[src/rtl/i2c_slave_engine.sv]
// i2c_slave_engine: I2C register-access slave; byte 2 of a write sets the pointer, reads stream from it.
module i2c_slave_engine #(
  parameter logic [6:0] SLAVE_ADDR = 7'h48
) (
  input  logic       clk,
  input  logic       reset,
  input  logic       scl,
  input  logic       sda,
  input  logic       start_detected,
  input  logic       stop_detected,
  output logic       sda_oe,
  output logic [7:0] reg_addr,
  output logic [7:0] wr_data,
  output logic       wr_en,
  output logic       rd_en,
  input  logic [7:0] rd_data,
  output logic       busy
);
  typedef enum logic [3:0] {IDLE, ADDR, ADDR_ACK, REG, REG_ACK, WDATA, WDATA_ACK, RDATA, RDATA_ACK} state_t;
  state_t state_q;
  logic [1:0] scl_sq, sda_sq, sta_sq, sto_sq, ph_q;
  logic scl_prev_q, sta_prev_q, sto_prev_q, rw_q, rd_pend_q, sda_oe_q, wr_en_q, rd_en_q;
  logic [2:0] cnt_q;
  logic [7:0] rx_q, tx_q, reg_addr_q, wr_data_q, byte_d;
  logic sda_s, scl_rise, scl_fall, start_ev, stop_ev;
  assign sda_s    = sda_sq[1];
  assign scl_rise = scl_sq[1] & ~scl_prev_q;
  assign scl_fall = ~scl_sq[1] & scl_prev_q;
  assign start_ev = sta_sq[1] & ~sta_prev_q;
  assign stop_ev  = sto_sq[1] & ~sto_prev_q;
  assign byte_d   = {rx_q[6:0], sda_s};
  assign sda_oe   = sda_oe_q;
  assign reg_addr = reg_addr_q;
  assign wr_data  = wr_data_q;
  assign wr_en    = wr_en_q;
  assign rd_en    = rd_en_q;
  assign busy     = state_q != IDLE;
  always_ff @(posedge clk) begin
    if (reset) begin
      state_q    <= IDLE;
      scl_sq     <= '0;
      sda_sq     <= '0;
      sta_sq     <= '0;
      sto_sq     <= '0;
      scl_prev_q <= 1'b0;
      sta_prev_q <= 1'b0;
      sto_prev_q <= 1'b0;
      ph_q       <= '0;
      cnt_q      <= '0;
      rx_q       <= '0;
      tx_q       <= '0;
      rw_q       <= 1'b0;
      rd_pend_q  <= 1'b0;
      sda_oe_q   <= 1'b0;
      wr_en_q    <= 1'b0;
      rd_en_q    <= 1'b0;
      reg_addr_q <= '0;
      wr_data_q  <= '0;
    end else begin
      scl_sq     <= {scl_sq[0], scl};
      sda_sq     <= {sda_sq[0], sda};
      sta_sq     <= {sta_sq[0], start_detected};
      sto_sq     <= {sto_sq[0], stop_detected};
      scl_prev_q <= scl_sq[1];
      sta_prev_q <= sta_sq[1];
      sto_prev_q <= sto_sq[1];
      wr_en_q    <= 1'b0;
      rd_en_q    <= 1'b0;
      rd_pend_q  <= rd_en_q;
      if (rd_pend_q) tx_q <= rd_data;
      if (wr_en_q) reg_addr_q <= reg_addr_q + 8'd1;
      if (start_ev) begin
        state_q  <= ADDR;
        cnt_q    <= '0;
        ph_q     <= '0;
        sda_oe_q <= 1'b0;
      end else if (stop_ev) begin
        state_q  <= IDLE;
        sda_oe_q <= 1'b0;
      end else begin
        case (state_q)
          ADDR, REG, WDATA: if (scl_rise) begin
            rx_q  <= byte_d;
            cnt_q <= cnt_q + 3'd1;
            if (cnt_q == 3'd7) begin
              ph_q <= '0;
              if (state_q == ADDR) begin
                if (byte_d[7:1] == SLAVE_ADDR) begin
                  rw_q    <= byte_d[0];
                  state_q <= ADDR_ACK;
                end else state_q <= IDLE;
              end else if (state_q == REG) begin
                reg_addr_q <= byte_d;
                state_q    <= REG_ACK;
              end else begin
                wr_data_q <= byte_d;
                wr_en_q   <= 1'b1;
                state_q   <= WDATA_ACK;
              end
            end
          end
          // ph_q: 0 = await fall to drive ACK, 1 = await 9th rise, 2 = await fall to release
          ADDR_ACK, REG_ACK, WDATA_ACK: if (ph_q == 2'd0 && scl_fall) begin
            sda_oe_q <= 1'b1;
            ph_q     <= 2'd1;
          end else if (ph_q == 2'd1 && scl_rise) begin
            ph_q    <= 2'd2;
            rd_en_q <= state_q == ADDR_ACK && rw_q;
          end else if (ph_q == 2'd2 && scl_fall) begin
            ph_q  <= '0;
            cnt_q <= '0;
            if (state_q == ADDR_ACK && rw_q) begin
              state_q  <= RDATA;
              sda_oe_q <= ~tx_q[7];
              tx_q     <= {tx_q[6:0], 1'b0};
            end else begin
              sda_oe_q <= 1'b0;
              state_q  <= state_q == ADDR_ACK ? REG : WDATA;
            end
          end
          RDATA: if (scl_rise) begin
            cnt_q <= cnt_q + 3'd1;
            if (cnt_q == 3'd7) ph_q <= 2'd1;
          end else if (scl_fall) begin
            if (ph_q == 2'd1) begin
              sda_oe_q <= 1'b0;
              ph_q     <= '0;
              state_q  <= RDATA_ACK;
            end else begin
              sda_oe_q <= ~tx_q[7];
              tx_q     <= {tx_q[6:0], 1'b0};
            end
          end
          RDATA_ACK: if (scl_rise) begin
            if (!sda_s) begin
              state_q    <= RDATA;
              cnt_q      <= '0;
              rd_en_q    <= 1'b1;
              reg_addr_q <= reg_addr_q + 8'd1;
            end else state_q <= IDLE;
          end
          default: ;
        endcase
      end
    end
  end
endmodule

[config.mk]
export PLATFORM = sky130hd
export DESIGN_NAME = i2c_slave_engine
export DESIGN_NICKNAME = d
export VERILOG_FILES = /design/src/rtl/i2c_slave_engine.sv
export SDC_FILE = /design/constraint.sdc
export NUM_CORES = 1
export LEC_CHECK = 0
export BUFFER_PORTS_ARGS = -buffer_cell sky130_fd_sc_hd__buf_2
export CORE_MARGIN = 1
export CORE_UTILIZATION = 58
export DETAILED_ROUTE_END_ITERATION = 8
export GPL_ROUTABILITY_DRIVEN = 0
export PLACE_DENSITY = 0.84
export SLEW_MARGIN = 20
export SYNTH_ARGS = -nofsm -noshare
export SYNTH_HDL_FRONTEND = slang
export SYNTH_SLANG_ARGS = --single-unit
[constraint.sdc]
create_clock -name clk -period 2.2 [get_ports clk]
set_clock_uncertainty 0.05 [all_clocks]
set_input_delay 0.33 -clock clk [delete_from_list [all_inputs] [get_ports clk]]
set_output_delay 0.33 -clock clk [all_outputs]
set_load 0.005 [all_outputs]
## Word-level counts from Yosys, hierarchy flattened

Index checks and enable logic that the tools add are counted.

| word-level totals | value |
|---|---|
| flip-flop bits (word level) | 56 |
| input bits | 14 |
| output and inout port bits | 20 |
| logic and storage cells | 171 |

| cells by class | value |
|---|---|
| add/subtract/negate cells | 2 |
| equal/unequal tests | 38 |
| multiplexer cells | 70 |
| bitwise operators | 16 |
| reduce and logical (&&, ||, !) cells | 25 |

Operators by type and width:

| operator | count |
|---|---|
| 2-to-1 mux 8 bit | 19 |
| 2-to-1 mux 4 bit | 10 |
| != test 4 bit, second input constant | 10 |
| case mux 8 bit (2 select lines) | 2 |
| 2-to-1 mux 3 bit | 9 |
| 2-to-1 mux 2 bit | 11 |
| != test 2 bit, second input constant | 10 |
| AND reduction 10 bit | 2 |
| == test 4 x 3 -> 1 bit, second input constant | 4 |
| case mux 4 bit (4 select lines) | 1 |
| AND reduction 8 bit | 2 |
| != test 3 bit, second input constant | 5 |
| 2-to-1 mux 1 bit | 14 |
| AND reduction 7 bit | 2 |
| NOT 1 bit | 12 |
| case mux 3 bit (3 select lines) | 1 |
| OR reduction 3 bit | 3 |
| adder 8 x 1 -> 8 bit, second input constant | 1 |
| == test 4 x 2 -> 1 bit, second input constant | 2 |
| nonzero test 4 bit | 2 |
| == test 7 bit, second input constant | 1 |
| OR reduction 7 bit | 1 |
| case mux 2 bit (3 select lines) | 1 |
| nonzero test 3 bit | 2 |
| 17 further kinds | 24 |

## Logic depth before layout (Yosys ltp)

Gate-level depths: netlist (run 1).

| depth | value |
|---|---|
| word-level depth | 9 |
| gate-level depth with buffers | 8 |
| depth with buffers taken out | 7 |

## Worst setup path after synthesis (run 1)

OpenSTA, ideal clock, no wires.

| timing | value |
|---|---|
| kind | reg-to-reg |
| start | register scl_prev_q |
| end | register state_q[0] |
| setup time | 0.075 ns |
| arrival time | 1.788 ns |
| required time | 2.075 ns |
| path slack | 0.287 ns |
| stages on the path, launching flop included | 8 |
| buffers on the path | 0 |
| clock period less this slack | 1.913 ns |
| path through | dfxtp_1 -> inv_1 -> ha_1 -> nand4bb_1 -> a32oi_1 -> nand4_2 -> or4_1 -> a31oi_1 |

| between the ends | value |
|---|---|
| longest elaborated chain between the ends | 5 |
| elaborated cells between the ends (all ways) | 14 |
| classes of those cells | eq/ne (7); bitwise (3); reduce/logical (4) |

Ends and longest elaborated chain:

| what | line | text |
|---|---|---|
| start, declared | 22 | `logic scl_prev_q, sta_prev_q, sto_prev_q, rw_q, rd_pend_q, sda_oe_q, wr_en_q, rd_en_q;` |
| start signal, assigned | 64 | `scl_prev_q <= scl_sq[1];` |
| NOT 1 bit | 27 | `assign scl_rise = scl_sq[1] & ~scl_prev_q;` |
| bitwise AND 1 bit | 27 |  |
| logical AND 1 bit | 106 | `end else if (ph_q == 2'd1 && scl_rise) begin` |
| != test 4 bit (no line) | n/a |  |
| AND reduction 10 bit (no line) * | n/a |  |
| end signal, assigned | 118 | `state_q <= state_q == ADDR_ACK ? REG : WDATA;` |
| end, declared | 20 | `state_t state_q;` |

Mark *: on every way between the ends. The rest lies on a longest branch, timed or not.
A chain may end at the register's enable or synchronous reset.

## Final worst setup path (run 1)

| timing | value |
|---|---|
| start | register scl_sq[1] |
| end | register state_q[0] |

| between the ends | value |
|---|---|
| longest elaborated chain between the ends | 5 |
| elaborated cells between the ends (all ways) | 14 |
| classes of those cells | eq/ne (7); bitwise (3); reduce/logical (4) |

Ends and longest elaborated chain:

| what | line | text |
|---|---|---|
| start, declared | 21 | `logic [1:0] scl_sq, sda_sq, sta_sq, sto_sq, ph_q;` |
| start signal, assigned | 60 | `scl_sq <= {scl_sq[0], scl};` |
| NOT 1 bit | 28 | `assign scl_fall = ~scl_sq[1] & scl_prev_q;` |
| bitwise AND 1 bit | 28 |  |
| logical AND 1 bit (on tied branches) | 109, 103 |  |
| != test 4 bit (no line) | n/a |  |
| AND reduction 10 bit (no line) * | n/a |  |

Marks and branches as above.

==> metrics, run 1 <==
Detail Placement HPWL=4970 µm; worst-path fanout max=6; ranking of synthesized cells by area=dfxtp_1, mux2i_1, nor2_1; EDFF count, synth=0; via count=about 2800; I/O pin total=34; min cycle time layout=slightly above 2 ns; crit path launch type=flop; H-tree levels=2; Crit Path Class=flop to flop; hold buffer count at CTS=0; Combinational Power Share=29.9%; Congestion Overflow GR=0; Hold Path Depth=2; final max-slew violation count=0; cell area after synthesis=0.00301 mm²; share of layout cells above drive strength 1=a little under a fifth; Max-Cap Viols=0; Post-Route WL=7040 µm; GRT Util Overall=about 28%; headroom to the max-slew limit=a little over two thirds; Root Driver=clkbuf_8; total CTS buffers=5; die footprint=about 0.0055 mm²; Worst-Skew Late Latency=approximately 0.31 ns; Die Span Y=approximately 74 µm; #FFs+latches synth=56; Fillers=approximately 390; status=completed; Min-Delay Path Class=input pin to flop; setup TNS=0 ns; post-synthesis sequential area ratio=about 37%; Peak supply drop=between 0.0004 and 0.0005 V; TritonRoute pass-1 iters=5; standard-cell rows=25; number of global-route vias before repair=approximately 2400; # port buffers=33; Synth Area per Inst=slightly below 9 µm²; Pwr Density=between 700 and 800 mW/mm²; CTS Buffer Depth=2; part of the power in registers=46.7%; Sw Share=between 30 and 40%; core box area=0.00485 mm²; CTS tree=yes; die width=approximately 74 µm; Primary FF master, synth=dfxtp_1; Reg area=0.00112 mm²; clock power share=23.4%; Overall Power=between 0.002 and 0.0025 W; data arrival time of the critical path=~2.2 ns; Async SR Flop Fraction=0%; # setup viols final=0; unique cell type count in the Yosys netlist=60; Final Net Count=400; Iter 0 DRT Violations=slightly above 400; reg2reg path depth=7; largest net degree at the start of global routing=32; Antenna Violating Nets Remaining=0; P_sw=~0.00091 W; Int Power=0.00158 W; Post-Syn Instances=between 300 and 400; clk slew on worst S/H paths=roughly 0.1 ns; Slew @ Worst Pin=between 0.4 and 0.5 ns; Ant. Diodes=0; Crit. End Element=flop; WP data required=2.39 ns; vias per cell=approximately 6.2; leakage power=around 1.3 nW; wire per inst=~16 µm; Tcrit/Tclk final=between 90% and 100%; Starting Density=between 60 and 70%; Synth area leader=dfxtp_1; Syn-to-layout area delta=11.6%; unrepaired setup endpoints after global routing=false; endpoints failing hold=0; drt drc=0; Net Count, Synth=between 300 and 400; global-route wire length before repair=approximately 12000 µm; maximum clock frequency=just under 500 MHz; antenna violations before repair=0; multi-input logic area=roughly 0.0018 mm²; CTS Sinks=56; Ys Warns=0; post-synth top area share=37.2%
-- timing repair --
item	4_1_cts	5_1_grt
endpoints found under the setup margin	0	20
buffers inserted	0	0
gates resized for setup	0	7
-- kinds of logic (layout without fill, tap and decap cells) --
kind of cell	after synthesis	count (layout)	synth area share, %
flops	56	56	37.2
fa+ha+maj	5	5	2.08
mux	30	30	10.0
simple gates	158	158	28.8
compound gates	63	63	14.6
buf+inv	25	59	4.07
xor+xnor	11	11	3.20
-- Yosys cell counts, drive strengths merged, types with 2 or more instances --
master   number
nor2         37
o22ai         3
dfxtp        56
nor3          8
nand4        10
o221ai        3
ha            5
nor4          4
a21oi        14
or3           3
nand4bb       2
nor2b        17
xor2          7
mux2          2
and3          2
nand4b        2
and2          3
buf           8
xnor2         4
nor3b         3
a222oi        2
nor4b         2
o21ai        13
o31ai         5
a211o         6
or2           2
inv           7
nand2        35
nand3         9
mux2i        28
o2111ai       2
clkbuf       10
and4          3
nand2b       11
a31oi         4
-- through the flow --
step / hold slack [ns] / utilization, % / instances / instance area (µm²) / setup WS, ns
CTS: 0.178 / 68.9 / 449 / 3340 / 0.0528
global placement: 0.367 / 67.0 / 441 / 3250 / 0.120
detailed placement: 0.376 / 67.0 / 441 / 3250 / 0.134
global route: 0.170 / 69.4 / 449 / 3360 / 0.0248
floorplan: 0.364 / - / 348 / 3010 / 0.287
finish: 0.176 / 69.4 / 449 / 3360 / 0.171
-- sequential cells by signal (all words and copies together), names as in the netlist, 3 cells and up --
name	flops
rx_q	7
cnt_q	3
state_q	4
tx_q	8
wr_data	8
reg_addr	8
-- final timing paths --
path	from	to	slack [ns]
hold / removal	sda	sda_sq[0]$_SDFF_PP0_	0.18
setup / recovery	scl_sq[1]$_SDFF_PP0_	state_q[0]$_SDFFE_PP0P_	0.17
setup reg to reg	scl_sq[1]$_SDFF_PP0_	state_q[0]$_SDFFE_PP0P_	0.17
hold reg to reg	scl_sq[0]$_SDFF_PP0_	scl_sq[1]$_SDFF_PP0_	0.40
-- area by class of cell --
| class | count | area share (%) |
|---|---|---|
| multi-input combinational | 267 | 53.2 |
| sequential | 56 | 33.4 |
| timing repair buffer | 44 | 7.36 |
| tap | 67 | 2.49 |
| clock buffer | 5 | 2.05 |
| inverter | 7 | 0.781 |
| clock inverter | 3 | 0.669 |
-- placed cells by master (no fill, tap or decap), types with 4 or more instances in the layout --
cell type   n
a31oi_1     4
mux2i_1    28
o31ai_1     4
inv_1       7
a211o_1     6
xnor2_1     4
dfxtp_1    53
nand2_1    35
nor4_1      4
nand4_1     8
buf_2      33
ha_1        4
nor2b_1    16
nand3_1     9
xor2_1      7
a21oi_1    14
buf_4      11
nand2b_1   11
o21ai_0    11
clkbuf_8    5
nor3_1      8
nor2_1     36
-- critical path: stages (launching register included) --
cell and delay [ns]:
dfxtp_1 0.33, inv_1 0.09, ha_1 0.29, nor2b_2 0.26
a2111o_1 0.20, nand4_2 0.10, or4_1 0.47, a31oi_1 0.17
-- metal layers --
metal / GRT usage (%) / routed length [µm] / vias to the layer above
met2: 43.0 / 3230 / 142
li1: - / - / 1325
met1: 37.9 / 3120 / 1305
met4: 8.97 / 95 / 0
met5: 0 / 0 / -
met3: 6.37 / 598 / 12
-- power by group through the flow --
stage | Sequential (W) | Combinational (W) | Clock (W)
4_1_cts | 0.00115 | 0.000726 | 0.000586
3_5_place_dp | 0.00117 | 0.000719 | 0
5_1_grt | 0.00118 | 0.000815 | 0.000627
2_1_floorplan | 0.00109 | 0.000622 | 0
6_report | 0.00117 | 0.000746 | 0.000585
3_3_place_gp | 0.00117 | 0.000704 | 0
(Power assumes the default switching activity.)
==> run 2: changes to the inputs <==
--- a/config.mk
+++ b/config.mk
@@ -8,6 +8,7 @@
 export BUFFER_PORTS_ARGS = -buffer_cell sky130_fd_sc_hd__buf_2
 export CORE_MARGIN = 1
 export CORE_UTILIZATION = 58
+export CTS_CLUSTER_DIAMETER = 150
 export DETAILED_ROUTE_END_ITERATION = 8
 export GPL_ROUTABILITY_DRIVEN = 0
 export PLACE_DENSITY = 0.84
==> constraint.sdc (replaced) <==
create_clock -name clk -period 1.9 [get_ports clk]
set_clock_uncertainty 0.05 [all_clocks]
set_input_delay 0.285 -clock clk [delete_from_list [all_inputs] [get_ports clk]]
set_output_delay 0.285 -clock clk [all_outputs]
set_load 0.005 [all_outputs]
==> metrics, run 2 (synthesis gave the netlist of run 1 again) <==
status=finished, violations left; violated checks=setup timing; crit-path cells=buf_4, nor3b_1, o31ai_2, nand4_2, or4_1, a31oi_1; Iter 0 DRT Violations=427 (+3.6%); CTS Sinks=56 (unchanged); clk slew on worst S/H paths=0.10 ns (about the same); maximum clock frequency=500 MHz (+1.5%); CTS Buffer Depth=2 (unchanged); global-route wire length before repair=13400 µm (+15%); Detail Placement HPWL=5350 µm (+7.7%); commonest non-fill, non-tap cells in the layout=dfxtp_1, buf_4, nor2_1; Syn-to-layout area delta=25.4%; Tcrit/Tclk final=105% (+13 points); data arrival time of the critical path=2.19 ns (-0.03 ns); # setup viols final=5 (+5); worst-path fanout max=6 (unchanged); drt drc=0 (unchanged); Crit. End Element=flop; Crit Path Class=flop to flop; vias per cell=6.22 (+0.30%); unrepaired setup endpoints after global routing=true; Post-Route WL=8420 µm (+20%); Slew @ Worst Pin=0.523 ns (+0.0761 ns); commonest non-fill, non-tap cell in the layout=dfxtp_1; I/O pin total=34 (unchanged); Antenna Violating Nets Remaining=0 (unchanged); crit path launch type=flop; wire per inst=17.4 µm (+11%); min cycle time layout=2.00 ns (-0.0300 ns); share of layout cells above drive strength 1=30.9% (+12 points); Min-Delay Path Class=input pin to flop; die footprint=0.00549 mm² (unchanged); leakage power=1.49 nW (+15%); Final Net Count=435 (+8.8%); CTS tree=yes; standard-cell rows=25 (unchanged); core box area=0.00485 mm² (unchanged); Reg area=0.00114 mm² (+1.0%); Congestion Overflow GR=0 (unchanged); via count=3010 (+8.1%); H-tree levels=2 (unchanged); final max-slew violation count=0 (unchanged); Peak supply drop=0.000546 V (+12%); Root Driver=clkbuf_8; CP max stage cell=or4_1; largest net degree at the start of global routing=19 (-41%); antenna violations before repair=0 (unchanged); post-layout util=78.0% (+8.6 points); TritonRoute pass-1 iters=6 (+1); DP Cell Count=466 (+5.7%); max incr delay on CP=0.50 ns (+0.03 ns); GRT Util Overall=31.9% (+4.3 points); headroom to the max-slew limit=65.1% (-4.9 points); multi-input logic area=0.00192 mm² (+7.1%); die width=74.1 µm (unchanged); setup ws final=-0.0991 ns (-0.270 ns); Starting Density=62.2% (unchanged); endpoints failing hold=0 (unchanged); number of global-route vias before repair=2799 (+14%); total CTS buffers=5 (unchanged); Ant. Diodes=0 (unchanged); CP Buf/Inv Count=1 (unchanged); Fillers=291 (-26%); non-filler instance count after layout=484 (+7.8%); # port buffers=33 (unchanged); Die Span Y=74.1 µm (unchanged); Worst-Skew Late Latency=0.31 ns (about the same); Pwr Density=871 mW/mm² (+17%); critical path's top delay family=simple AND/OR/NAND/NOR gates; Max-Cap Viols=0 (unchanged); WP data required=2.09 ns (-0.30 ns)
run 2: final timing paths:
path,startpoint,end,slack (ns),cells past startpoint
worst max-delay path,state_q[0]$_SDFFE_PP0P_,state_q[0]$_SDFFE_PP0P_,-0.1,6
worst max register to register,state_q[0]$_SDFFE_PP0P_,state_q[0]$_SDFFE_PP0P_,-0.1,6
worst min register to register,scl_sq[0]$_SDFF_PP0_,scl_sq[1]$_SDFF_PP0_,0.39,1
worst min-delay path,start_detected,sta_sq[0]$_SDFF_PP0_,0.12,2
run 2: layout make-up:
type                            count  share of cell area, %
Multi-Input combinational cell    267                   50.7
Clock buffer                        6                   1.92
Timing Repair Buffer               79                   13.9
Sequential cell                    56                   30.0
Tap cell                           67                   2.22
Clock inverter                      2                  0.463
Inverter                            7                  0.695
run 2: what timing repair did:
| item | 4_1_cts | 5_1_grt |
|---|---|---|
| setup endpoints to repair | 22 | 38 |
| setup buffers | 9 | 1 |
| gates cloned | 0 | 0 |
| gates resized for setup | 22 | 18 |
| hold buffers | 0 | 0 |
| pin swaps | 9 | 11 |
run 2: worst reg2reg max path, delay by kind of cell (launching register included):
family	cells	cell delay, ns
compound gates	2	0.48
buf+inv	1	0.16
flops	1	0.38
simple gates	3	0.86
run 2: power by group:
part | switching, W | total, W | internal, W | leakage, nW
clock | 0.000416 | 0.000687 | 0.000271 | 0.0462
sequential | 0.0000942 | 0.00131 | 0.00122 | 0.457
combinational | 0.000735 | 0.00130 | 0.000560 | 0.987
total | 0.00125 | 0.00329 | 0.00205 | 1.49
run 2: metrics by stage:
stage	power (W)	setup WS, ns	setup TNS [ns]	cell area (µm²)	hold WS (ns)
final	0.00329	-0.0991	-0.163	3780	0.125
after global routing	0.00344	-0.174	-0.927	3780	0.135
after CTS	0.00311	-0.0117	-0.0298	3690	0.122
after detailed placement	0.00235	-0.0315	-0.0630	3450	0.372
after global placement	0.00233	-0.0107	-0.0107	3450	0.366
after floorplan	0.00199	0.0105	0	3020	0.363
run 2: metal layers:
| metal | share of wire, % | GRT usage [%] | routed length (µm) | up-vias |
|---|---|---|---|---|
| met3 | 9.3 | 5.96 | 781 | 45 |
| met2 | 44 | 51.2 | 3740 | 211 |
| met1 | 42 | 42.9 | 3580 | 1349 |
| met4 | 3.8 | 11.8 | 323 | 0 |
| met5 | 0 | 0 | 0 | - |
| li1 | - | - | - | 1405 |
==> run 3: changes to the inputs <==
--- a/config.mk
+++ b/config.mk
@@ -5,6 +5,7 @@
 export SDC_FILE = /design/constraint.sdc
 export NUM_CORES = 1
 export LEC_CHECK = 0
+export ABC_AREA = 1
 export BUFFER_PORTS_ARGS = -buffer_cell sky130_fd_sc_hd__buf_2
 export CORE_MARGIN = 1
 export CORE_UTILIZATION = 58
==> metrics, run 3 <==
largest net degree at the start of global routing=23 (+4); DP Cell Count=539 (+16%); post-synth top area share=37.9% (+0.72 points); top layer in use=met4; final max-slew violation count=0 (unchanged); crit path launch type=flop; Synth Area in Compound Gates=16.7% (+2.1 points); setup TNS=0 ns (+0.163 ns); Int Power=0.00190 W (-7.2%); CTS Buffer Depth=2 (unchanged); clock power share=22.6% (+1.7 points); Max-Cap Viols=0 (unchanged); Async SR Flop Fraction=0% (unchanged); leakage power=1.55 nW (+3.8%); Post-synth top cells=nand2_1, dfxtp_1, nor2_1; CTS tree=yes; part of the power in registers=41.5% (+1.7 points); post-synthesis mux area share=2.71% (-7.3 points); Slew @ Worst Pin=0.454 ns (-0.0686 ns); via count=2976 (-1.1%); WL met2=3240 µm (-13%); endpoints failing hold=0 (unchanged); H-tree levels=2 (unchanged); headroom to the max-slew limit=69.7% (+4.6 points); Die Span Y=73.4 µm (-0.94%); Starting Density=61.4% (-0.79 points); ranking of synthesized cells by area=dfxtp_1, nand2_1, o21ai_0; Min-Delay Path Class=input pin to flop; P_sw=0.00125 W (+0.16%); share of layout cells above drive strength 1=16.8% (-14 points); commonest non-fill, non-tap cell in the layout=nand2_1; number of global-route vias before repair=2573 (-8.1%); # port buffers=33 (unchanged); #FFs+latches synth=56 (unchanged); Ant. Diodes=0 (unchanged); unrepaired setup endpoints after global routing=true; Synth Area per Inst=6.69 µm² (-23%); Worst-Skew Late Latency=0.32 ns (about the same); Final Net Count=501 (+15%); wire per inst=12.6 µm (-27%); antenna violations before repair=0 (unchanged); Post-Syn Instances=442 (+27%); Detail Placement HPWL=4970 µm (-7.2%); Primary FF master, synth=dfxtp_1; # setup viols final=0 (-5); Synth area leader=dfxtp_1; GRT Util Overall=26.5% (-5.4 points); hold slack=0.116 ns (-0.00921 ns); total CTS buffers=5 (unchanged); met1 WL=3170 µm (-11%); commonest non-fill, non-tap cells in the layout=nand2_1, dfxtp_1, nor2_1; status=completed; clk slew on worst S/H paths=0.10 ns (about the same); data arrival time of the critical path=1.98 ns (-0.21 ns); Sw Share=39.6% (+1.8 points); largest family of logic cells by synthesized area=simple AND/OR/NAND/NOR gates; routed length on met3=428 µm (-45%); Post-Synth Adder-Cell Area=2.12% (+0.040 points); Crit Path Class=flop to flop; Iter 0 DRT Violations=320 (-25%); die width=73.4 µm (-0.94%); Net Count, Synth=461 (+26%); unique cell type count in the Yosys netlist=37 (-38%); Tcrit/Tclk final=93.0% (-12 points); standard-cell rows=25 (unchanged); worst-path fanout max=10 (+4); TritonRoute pass-1 iters=5 (-1); Ys Warns=0 (unchanged); Syn-to-layout area delta=14.0%; Congestion Overflow GR=0 (unchanged); core box area=0.00482 mm² (-0.65%); drt drc=0 (unchanged); Root Driver=clkbuf_8; post-synthesis sequential area ratio=37.9% (+0.72 points); Post-Synth XOR/XNOR Area=1.48% (-1.7 points); Post-Route WL=6950 µm (-18%); non-filler instance count after layout=550 (+14%); Crit. End Element=flop; die footprint=0.00539 mm² (-1.9%); Fillers=421 (+45%); most common cell in the netlist=nand2_1; EDFF count, synth=0 (unchanged); WP data required=2.12 ns (+0.03 ns); Combinational Power Share=35.9% (-3.4 points); min cycle time layout=1.77 ns (-0.232 ns); vias per cell=5.41 (-13%); cell area after synthesis=0.00296 mm² (-1.9%); Antenna Violating Nets Remaining=0 (unchanged); Pwr Density=934 mW/mm² (+7.2%); simple logic cell fraction of the synthesized area=30.5% (+1.7 points); maximum clock frequency=566 MHz (+13%); CTS Sinks=56 (unchanged); Peak supply drop=0.000604 V (+11%); I/O pin total=34 (unchanged); global-route wire length before repair=11200 µm (-17%)
-- run 3: cell count changes in the layout (fill, tap and decap cells not counted), moves of 11 or more --
cell	delta
a21oi_1	+18
buf_4	-35
inv_1	+43
mux2i_1	-20
nand2_1	+72
nand2b_1	-11
nand3_1	+25
nor2_1	+14
nor2b_1	-16
o21ai_0	+35
-- run 3: routing by layer --
metal / vias up / global-route usage (%)
li1: 1506 / -
met1: 1351 / 36.0
met2: 103 / 43.2
met3: 16 / 4.25
met4: 0 / 8.12
met5: - / 0
-- run 3: critical path, cell delays in order (launching register included) --
cell and delay (ns):
dfxtp_1 0.34, ha_1 0.20, ha_1 0.21, nand4_1 0.17, clkinvlp_4 0.23, a21oi_1 0.26, nand2_1 0.08, nand3_1 0.07
nand2_1 0.05, nand2_1 0.05
-- run 3: cell families after synthesis --
group / count (synthesis)
fa+ha+maj: 5
compound gates: 90
flops: 56
buf+inv: 65
xor+xnor: 5
simple gates: 213
mux: 8
-- run 3: worst paths after layout --
kind,startpoint,to,slack [ns],cells after the start
worst max-delay path,cnt_q[0]$_SDFFE_PP0P_,reg_addr[6]$_SDFF_PP0_,0.13,9
worst min-delay path,scl,scl_sq[0]$_SDFF_PP0_,0.12,3
worst max register to register,cnt_q[0]$_SDFFE_PP0P_,reg_addr[6]$_SDFF_PP0_,0.13,9
worst min register to register,scl_sq[0]$_SDFF_PP0_,scl_sq[1]$_SDFF_PP0_,0.36,2
-- run 3: power groups by stage --
stage | registers (W) | clock network (W) | logic [W]
2_1_floorplan | 0.00131 | 0 | 0.000825
3_3_place_gp | 0.00132 | 0 | 0.00104
3_5_place_dp | 0.00132 | 0 | 0.00106
4_1_cts | 0.00130 | 0.000726 | 0.00107
5_1_grt | 0.00132 | 0.000779 | 0.00125
6_report | 0.00131 | 0.000713 | 0.00113
-- run 3: repair_timing --
| action | 4_1_cts | 5_1_grt |
|---|---|---|
| buffers inserted | 0 | 2 |
| gates resized for setup | 0 | 16 |
| endpoints found under the setup margin | 0 | 28 |
| hold buffers | 0 | 0 |
-- run 3: area by class of cell --
cell class,count,area [µm²],area share [%]
Multi-Input combinational cell,321,1610,47.8
Sequential cell,56,1120,33.4
Timing Repair Buffer,42,233,6.90
Inverter,55,214,6.35
Tap cell,67,83.8,2.49
Clock buffer,6,82.6,2.45
Clock inverter,2,17.5,0.519
Timing Repair inverter,1,5.00,0.148
-- run 3: stage by stage --
step / cell area (µm²) / utilization, % / setup slack [ns] / power, W
6_report: 3370 / 70.0 / 0.133 / 0.00315
5_1_grt: 3370 / 70.0 / -0.0321 / 0.00335
4_1_cts: 3310 / 68.8 / 0.0254 / 0.00309
3_5_place_dp: 3210 / 66.7 / 0.0796 / 0.00238
3_3_place_gp: 3210 / 66.7 / 0.153 / 0.00236
2_1_floorplan: 2960 / - / 0.239 / 0.00214
